==> src/rtl/sfr_periph_writer_if.sv <==
// Peripheral write-request bus and SFR write-port signals shared by
// sfr_periph_writer and whatever drives its requesters.
interface sfr_periph_writer_if #(
  parameter int unsigned NUM_REQ = 4
);
  logic [NUM_REQ-1:0]   req_valid;
  logic [5*NUM_REQ-1:0] req_addr;
  logic [8*NUM_REQ-1:0] req_data;
  logic [NUM_REQ-1:0]   req_ready;
  logic                 cpu_wr_busy;
  logic [1:0]           sfr_wren;
  logic [4:0]           sfr_wr_addr;
  logic [7:0]           sfr_write_data;
  logic                 lock_err;
  logic [2:0]           lock_err_id;

  modport master (
    output req_valid, req_addr, req_data, cpu_wr_busy,
    input  req_ready, sfr_wren, sfr_wr_addr, sfr_write_data, lock_err, lock_err_id
  );

  modport slave (
    input  req_valid, req_addr, req_data, cpu_wr_busy,
    output req_ready, sfr_wren, sfr_wr_addr, sfr_write_data, lock_err, lock_err_id
  );
endinterface

==> src/rtl/sfr_periph_writer.sv <==
// Round-robin arbiter that serialises peripheral SFR writes onto the SFR file
// write port, yielding to the CPU and refusing writes to CPU-only registers.
module sfr_periph_writer #(
  parameter int unsigned NUM_REQ    = 4,
  parameter int unsigned LOCK_LIMIT = 8
) (
  input logic                clock,
  input logic                nreset,
  sfr_periph_writer_if.slave bus
);
  localparam int unsigned PTR_W   = (NUM_REQ > 1) ? $clog2(NUM_REQ) : 1;
  localparam int unsigned ADDR_W  = 5;
  localparam int unsigned ADDR_W1 = ADDR_W + 1;
  localparam int unsigned DATA_W  = 8;
  localparam int unsigned ID_W    = 3;
  localparam logic [ADDR_W1-1:0] LOCK_LIM = ADDR_W1'(LOCK_LIMIT);

  typedef enum logic [0:0] {
    ST_IDLE  = 1'b0,
    ST_ISSUE = 1'b1
  } state_t;

  state_t              r_state;
  logic [PTR_W-1:0]    r_rr_ptr;
  logic [ADDR_W-1:0]   r_hold_addr;
  logic [DATA_W-1:0]   r_hold_data;
  logic [PTR_W-1:0]    r_hold_id;
  logic [1:0]          r_wren;
  logic [ADDR_W-1:0]   r_wr_addr;
  logic [DATA_W-1:0]   r_wr_data;
  logic                r_lock_err;
  logic [ID_W-1:0]     r_lock_err_id;

  state_t              w_state_nxt;
  logic [PTR_W-1:0]    w_rr_nxt;
  logic [ADDR_W-1:0]   w_hold_addr_nxt;
  logic [DATA_W-1:0]   w_hold_data_nxt;
  logic [PTR_W-1:0]    w_hold_id_nxt;
  logic [1:0]          w_wren_nxt;
  logic [ADDR_W-1:0]   w_wr_addr_nxt;
  logic [DATA_W-1:0]   w_wr_data_nxt;
  logic                w_lock_err_nxt;
  logic [ID_W-1:0]     w_lock_err_id_nxt;

  logic [ADDR_W-1:0]   w_addr_arr [NUM_REQ];
  logic [DATA_W-1:0]   w_data_arr [NUM_REQ];
  logic [PTR_W-1:0]    w_scan_idx;
  logic [PTR_W-1:0]    w_gnt;
  logic                w_gnt_found;
  logic                w_xfer;
  logic                w_locked;

  function automatic logic [PTR_W-1:0] f_next_ptr(input logic [PTR_W-1:0] p);
    if (32'(p) == NUM_REQ - 1) return '0;
    return p + PTR_W'(1);
  endfunction

  for (genvar gi = 0; gi < NUM_REQ; gi++) begin : g_unpack
    assign w_addr_arr[gi] = bus.req_addr[ADDR_W*gi +: ADDR_W];
    assign w_data_arr[gi] = bus.req_data[DATA_W*gi +: DATA_W];
  end

  // First valid requester at or after the round-robin pointer, with wrap.
  always_comb begin
    w_gnt_found = 1'b0;
    w_gnt       = '0;
    w_scan_idx  = '0;
    for (int unsigned k = 0; k < NUM_REQ; k++) begin
      w_scan_idx = PTR_W'((32'(r_rr_ptr) + k) % NUM_REQ);
      if (!w_gnt_found && bus.req_valid[w_scan_idx]) begin
        w_gnt_found = 1'b1;
        w_gnt       = w_scan_idx;
      end
    end
  end

  always_comb begin
    bus.req_ready = '0;
    if (r_state == ST_IDLE && !bus.cpu_wr_busy && !nreset && w_gnt_found)
      bus.req_ready[w_gnt] = 1'b1;
  end

  assign w_xfer   = |(bus.req_valid & bus.req_ready);
  assign w_locked = {1'b0, w_addr_arr[w_gnt]} < LOCK_LIM;

  // Next-state and registered-output logic.
  always_comb begin
    w_state_nxt       = r_state;
    w_rr_nxt          = r_rr_ptr;
    w_hold_addr_nxt   = r_hold_addr;
    w_hold_data_nxt   = r_hold_data;
    w_hold_id_nxt     = r_hold_id;
    w_wren_nxt        = 2'b00;
    w_wr_addr_nxt     = r_wr_addr;
    w_wr_data_nxt     = r_wr_data;
    w_lock_err_nxt    = 1'b0;
    w_lock_err_id_nxt = r_lock_err_id;
    case (r_state)
      ST_IDLE: begin
        if (w_xfer) begin
          if (w_locked) begin
            w_lock_err_nxt    = 1'b1;
            w_lock_err_id_nxt = ID_W'(w_gnt);
            w_rr_nxt          = f_next_ptr(w_gnt);
          end else begin
            w_hold_addr_nxt = w_addr_arr[w_gnt];
            w_hold_data_nxt = w_data_arr[w_gnt];
            w_hold_id_nxt   = w_gnt;
            w_state_nxt     = ST_ISSUE;
          end
        end
      end
      ST_ISSUE: begin
        if (!bus.cpu_wr_busy) begin
          w_wren_nxt    = 2'b01;
          w_wr_addr_nxt = r_hold_addr;
          w_wr_data_nxt = r_hold_data;
          w_rr_nxt      = f_next_ptr(r_hold_id);
          w_state_nxt   = ST_IDLE;
        end
      end
      default: w_state_nxt = ST_IDLE;
    endcase
  end

  always_ff @(posedge clock) begin
    if (nreset) begin
      r_state       <= ST_IDLE;
      r_rr_ptr      <= '0;
      r_hold_addr   <= '0;
      r_hold_data   <= '0;
      r_hold_id     <= '0;
      r_wren        <= 2'b00;
      r_wr_addr     <= '0;
      r_wr_data     <= '0;
      r_lock_err    <= 1'b0;
      r_lock_err_id <= '0;
    end else begin
      r_state       <= w_state_nxt;
      r_rr_ptr      <= w_rr_nxt;
      r_hold_addr   <= w_hold_addr_nxt;
      r_hold_data   <= w_hold_data_nxt;
      r_hold_id     <= w_hold_id_nxt;
      r_wren        <= w_wren_nxt;
      r_wr_addr     <= w_wr_addr_nxt;
      r_wr_data     <= w_wr_data_nxt;
      r_lock_err    <= w_lock_err_nxt;
      r_lock_err_id <= w_lock_err_id_nxt;
    end
  end

  assign bus.sfr_wren       = r_wren;
  assign bus.sfr_wr_addr    = r_wr_addr;
  assign bus.sfr_write_data = r_wr_data;
  assign bus.lock_err       = r_lock_err;
  assign bus.lock_err_id    = r_lock_err_id;

endmodule

==> src/flat_wrapper.sv <==
// flat-port wrapper written by rule: the top's interface ports become plain ports
module sfr_periph_writer_flat 
#(
  parameter int unsigned NUM_REQ    = 4,
  parameter int unsigned LOCK_LIMIT = 8
)
  (clock, nreset, bus_req_valid, bus_req_addr, bus_req_data, bus_cpu_wr_busy, bus_req_ready, bus_sfr_wren, bus_sfr_wr_addr, bus_sfr_write_data, bus_lock_err, bus_lock_err_id);
  sfr_periph_writer_if #(.NUM_REQ(NUM_REQ)) bus_i ();
  input logic clock;
  input logic nreset;
  input wire logic [$bits(bus_i.req_valid)-1:0] bus_req_valid;
  input wire logic [$bits(bus_i.req_addr)-1:0] bus_req_addr;
  input wire logic [$bits(bus_i.req_data)-1:0] bus_req_data;
  input wire logic [$bits(bus_i.cpu_wr_busy)-1:0] bus_cpu_wr_busy;
  output wire logic [$bits(bus_i.req_ready)-1:0] bus_req_ready;
  output wire logic [$bits(bus_i.sfr_wren)-1:0] bus_sfr_wren;
  output wire logic [$bits(bus_i.sfr_wr_addr)-1:0] bus_sfr_wr_addr;
  output wire logic [$bits(bus_i.sfr_write_data)-1:0] bus_sfr_write_data;
  output wire logic [$bits(bus_i.lock_err)-1:0] bus_lock_err;
  output wire logic [$bits(bus_i.lock_err_id)-1:0] bus_lock_err_id;
  assign bus_i.req_valid = bus_req_valid;
  assign bus_i.req_addr = bus_req_addr;
  assign bus_i.req_data = bus_req_data;
  assign bus_i.cpu_wr_busy = bus_cpu_wr_busy;
  assign bus_req_ready = bus_i.req_ready;
  assign bus_sfr_wren = bus_i.sfr_wren;
  assign bus_sfr_wr_addr = bus_i.sfr_wr_addr;
  assign bus_sfr_write_data = bus_i.sfr_write_data;
  assign bus_lock_err = bus_i.lock_err;
  assign bus_lock_err_id = bus_i.lock_err_id;
  sfr_periph_writer #(.NUM_REQ(NUM_REQ), .LOCK_LIMIT(LOCK_LIMIT)) u_core (.clock(clock), .nreset(nreset), .bus(bus_i));
endmodule
==> config.mk <==
export PLATFORM = sky130hd
export DESIGN_NAME = sfr_periph_writer_flat
export DESIGN_NICKNAME = d
export VERILOG_FILES = /design/src/rtl/sfr_periph_writer_if.sv /design/src/rtl/sfr_periph_writer.sv /design/src/flat_wrapper.sv
export SDC_FILE = /design/constraint.sdc
export NUM_CORES = 1
export LEC_CHECK = 0
export BUFFER_PORTS_ARGS = -buffer_cell sky130_fd_sc_hd__buf_2
export CORE_MARGIN = 1.5
export CORE_UTILIZATION = 44
export DETAILED_ROUTE_END_ITERATION = 8
export HOLD_SLACK_MARGIN = 0.15
export PLACE_DENSITY = 0.73
export SLEW_MARGIN = 20
export SYNTH_ARGS = -nofsm -noshare
export SYNTH_HDL_FRONTEND = slang
export SYNTH_SLANG_ARGS = --single-unit
==> constraint.sdc <==
create_clock -name clock -period 2.4 [get_ports clock]
set_input_delay 0.24 -clock clock [delete_from_list [all_inputs] [get_ports clock]]
set_output_delay 0.24 -clock clock [all_outputs]
set_load 0.05 [all_outputs]
==> run summary <==
OUTCOME
--------------------------------------------------------------------------------
Result of the run ................................................. finished with violations
Violated checks ................................................... design-rule violations, negative setup slack

FLOORPLANNING
--------------------------------------------------------------------------------
Die X .............................................................      71.9 µm
Initial core utilization ..........................................        47.0%
Die area ..........................................................     5170 µm²
Number of ports placed on the die boundary ........................           82
Core region area ..................................................     4440 µm²
Die Y .............................................................      71.9 µm
Site row count ....................................................           24

STA
--------------------------------------------------------------------------------
Slew Limit Headroom ...............................................        56.7%
Slew at the pin with the worst max-slew slack .....................     0.648 ns
Peak clock frequency supported by timing ..........................      392 MHz
Final Hold Fails ..................................................            0
Crit share post-route .............................................         106%
Unrepaired setup endpoints after global routing ...................         true
Worst Hold Slack ..................................................     0.264 ns
Number of failing setup endpoints in the final timing report ......            3
Final period demand of the worst path .............................      2.55 ns
Layout Skew .......................................................   0.00443 ns
Final worst slack .................................................    -0.150 ns
Total count of max-transition violations in the final report ......            0
Accumulated negative setup slack ..................................    -0.337 ns

CRITICAL PATH
--------------------------------------------------------------------------------
Delay contributed by the slowest stage of the critical path .......      0.41 ns
Startpoint class of the critical path .............................         flop
Setup slack on the worst flop-to-flop path ........................     -0.05 ns
Reg2Reg Launch Point .............................................. u_core.r_rr_ptr[1]
Critical path class ...............................................   reg -> out
Crit. End Element .................................................   output pin
Worst-path cell chain ............................................. mux2i_4 > o221ai_4 > inv_4 > ha_4 > a211oi_2 > o32a_2 > or3_4 > nor2_4 > buf_8
Highest-delay cell along the critical path ........................ sky130_fd_sc_hd__dfxtp_4
Required time of the critical path ................................      2.16 ns
Reg-to-Reg End .................................................... u_core.r_hold_addr[0]
Worst r2r path cells ..............................................            9
Worst path arrival time ...........................................      2.31 ns
Largest driver fanout on the critical path ........................            6

CTS
--------------------------------------------------------------------------------
Maximum number of buffers from clock root to sink .................            2
Total clock buffers created by CTS ................................            5
Clock latency on the worst-skew pair ..............................      0.29 ns
CTS tree ..........................................................         done
Total number of clock tree sinks ..................................           35
Worst-path clk slew ...............................................      0.07 ns
Clk Tree Root Cell ................................................ sky130_fd_sc_hd__clkbuf_8
H-tree level count ................................................            2

ROUTING
--------------------------------------------------------------------------------
Number of iterations in the first detailed-routing pass ...........            7
Mean routed wirelength per cell ...................................      15.5 µm
Total Wirelength ..................................................      5.69 mm
DR iter-0 viols ...................................................          116
DRC violation count after routing .................................            8
Via count normalized by instance count ............................         5.48
Routed vias .......................................................        2,011
Number of nets with antenna violations after routing ..............            0

SYNTH
--------------------------------------------------------------------------------
Cell Area, Synth ..................................................     2090 µm²
Number of synthesized flops with an enable pin ....................            0
Asr flop ratio synth ..............................................           0%
Count of yosys warnings during synthesis ..........................            0
Leading cell types by total area after synthesis .................. sky130_fd_sc_hd__dfxtp_1 (34%), sky130_fd_sc_hd__mux2i_1 (14%), sky130_fd_sc_hd__mux2_2 (5.9%), sky130_fd_sc_hd__nand2_1 (5.8%), sky130_fd_sc_hd__a211oi_2 (4.8%)
Area share of the leading cell type in the synthesized netlist ....        33.6%
Sequential share of the synthesized area ..........................        33.6%
Main flop type after synthesis .................................... sky130_fd_sc_hd__dfxtp_1
Flip-flop and latch count after synthesis .........................           35
Average cell area after synthesis .................................     9.71 µm²
Post-synthesis cell type count ....................................           42
Leading area contributor after synthesis .......................... sky130_fd_sc_hd__dfxtp_1
Most instantiated cells after synthesis ........................... sky130_fd_sc_hd__dfxtp_1 (35), sky130_fd_sc_hd__nand2_1 (32), sky130_fd_sc_hd__mux2i_1 (30), sky130_fd_sc_hd__a21oi_1 (20)
Post-Syn Instances ................................................          215
Most frequently used cell type in the post-synthesis netlist ...... sky130_fd_sc_hd__dfxtp_1

HOLD PATH
--------------------------------------------------------------------------------
Min-delay src ..................................................... bus_cpu_wr_busy
Hold/Removal Path Class ...........................................    in -> reg
Depth of the worst hold-timing path ...............................            3
Hold worst-path end ............................................... u_core.r_state

CELLS AND AREA
--------------------------------------------------------------------------------
Number of filler cells placed in the layout .......................          347
Synth-to-layout area growth .......................................        41.4%
Sequential cell area ..............................................      706 µm²
Cell Count, Final, Fillers Out ....................................          367
Share of cells above drive strength 1 .............................        51.7%
Layout net count ..................................................          375
Area used by multi-input combinational logic ......................     1390 µm²
Count of antenna diodes in the layout .............................            0

PLACEMENT
--------------------------------------------------------------------------------
Routability congestion estimate from global placement .............        0.834
Number of instances in the placed design ..........................          350
Half-perimeter wire length of the detailed placement result .......      3.88 mm
Count of buffers from port buffering ..............................           79

POWER AND IR DROP
--------------------------------------------------------------------------------
Leakage power .....................................................   0.00133 µW
Power density over the cells ......................................   622 nW/µm²
Total design power ................................................      1830 µW
Worst IR drop on VDD ..............................................       399 µV

FLOW RUN
--------------------------------------------------------------------------------
Reported max-cap violation count ..................................            0

GLOBAL ROUTING
--------------------------------------------------------------------------------
GR Overflow Total .................................................            0
Wire length of the first global-routing pass ......................      8.49 mm
Largest net degree at the start of global routing .................           25
Number of antenna violations at the first check in global routing .            0
Via count of the first global-routing pass ........................        1,795
Global-route usage over all layers ................................        20.9%

-- layer usage --
layer,track usage (%),routed length (µm),vias to the layer above
li1,-,-,986
met1,28.1,2490,958
met2,33.2,2780,59
met3,4.64,349,8
met4,6.92,76,0
met5,0,0,-
-- what timing repair did --
item,CTS,global route
setup endpoints to repair,2,19
endpoints found under the hold margin,0,0
gates resized for setup,7,15
pin swaps,4,2
setup buffers,6,3
hold buffers,0,0
-- sequential cells by signal, indices dropped and copies added (netlist names) --
name                       flops
u_core.bus.sfr_write_data      8
u_core.r_hold_data             8
u_core.bus.sfr_wr_addr         5
u_core.r_hold_addr             5
u_core.bus.lock_err_id         2
u_core.r_hold_id               2
u_core.r_rr_ptr                2
u_core.bus.lock_err            1
u_core.bus.sfr_wren            1
u_core.r_state                 1
-- layout make-up --
class,instances,area share [%]
clock buffers,7,3.27
clock inverters,1,0.212
inverters,6,0.848
multi-input cells,159,46.9
flip-flops and latches,35,23.9
well taps,52,2.21
repair buffers,107,22.6
-- metrics by stage --
step	instance area [µm²]	worst slack, ns	utilization [%]
after global placement	2660	0.0351	59.9
after floorplan	2170	-0.167	-
after detailed placement	2660	0.0373	59.9
after CTS	2830	-0.105	63.7
final	2950	-0.150	66.4
after global routing	2950	-0.217	66.4
-- worst max path at each step --
stage                                   from                 end  slack, ns
after detailed placement  u_core.r_rr_ptr[1]    bus_req_ready[0]       0.04
after global routing      u_core.r_rr_ptr[1]    bus_req_ready[0]      -0.22
final                     u_core.r_rr_ptr[1]    bus_req_ready[0]      -0.15
after CTS                 u_core.r_rr_ptr[1]    bus_req_ready[2]      -0.11
after global placement      bus_req_valid[2]  u_core.r_rr_ptr[1]       0.04
after floorplan           u_core.r_rr_ptr[1]    bus_req_ready[0]      -0.17
-- kinds of logic (layout without fill, tap and decap cells) --
kind of cell | after synthesis | in the layout | synth area share (%)
AOI/OAI and AO/OA | 60 | 60 | 23.1
and+or+nand+nor | 50 | 50 | 10.5
muxes | 45 | 45 | 23.5
DFF | 35 | 35 | 33.6
buffers and inverters | 22 | 121 | 7.91
adders and majority gates | 2 | 2 | 1.20
other | 1 | 2 | 0.180
-- report_power, final --
group | leakage [µW] | switching, µW | internal, µW | total [µW]
clock network | 0.0000548 | 218 | 262 | 479
registers | 0.000286 | 30.7 | 630 | 661
logic | 0.000986 | 356 | 339 | 695
total | 0.00133 | 604 | 1230 | 1830
-- critical path: cells and delay by family (launching register included) --
family,cells,cell delay [ns]
and+or+nand+nor,2,0.52
buffers and inverters,2,0.24
DFF,1,0.41
adders and majority gates,1,0.13
AOI/OAI and AO/OA,3,0.42
muxes,1,0.28
-- placed cells by master, fill, tap and decap left out, drive strengths merged --
| master | count |
|---|---|
| or3 | 2 |
| o221ai | 1 |
| nand2b | 2 |
| a21boi | 1 |
| nor2 | 6 |
| o32ai | 1 |
| a211oi | 12 |
| mux2 | 13 |
| nand3b | 1 |
| o21ai | 7 |
| a2bb2oi | 1 |
| o311ai | 1 |
| conb | 2 |
| o31ai | 2 |
| clkbuf | 7 |
| o32a | 1 |
| nand2 | 32 |
| nand3 | 1 |
| a31o | 11 |
| nand4 | 1 |
| a221oi | 2 |
| or2 | 1 |
| nor3 | 1 |
| a21oi | 20 |
| nor4 | 1 |
| buf | 107 |
| or3b | 1 |
| mux2i | 32 |
| nor2b | 1 |
| ha | 2 |
| inv | 7 |
| dfxtp | 35 |
No activity file was read; power rests on OpenSTA's default activity.
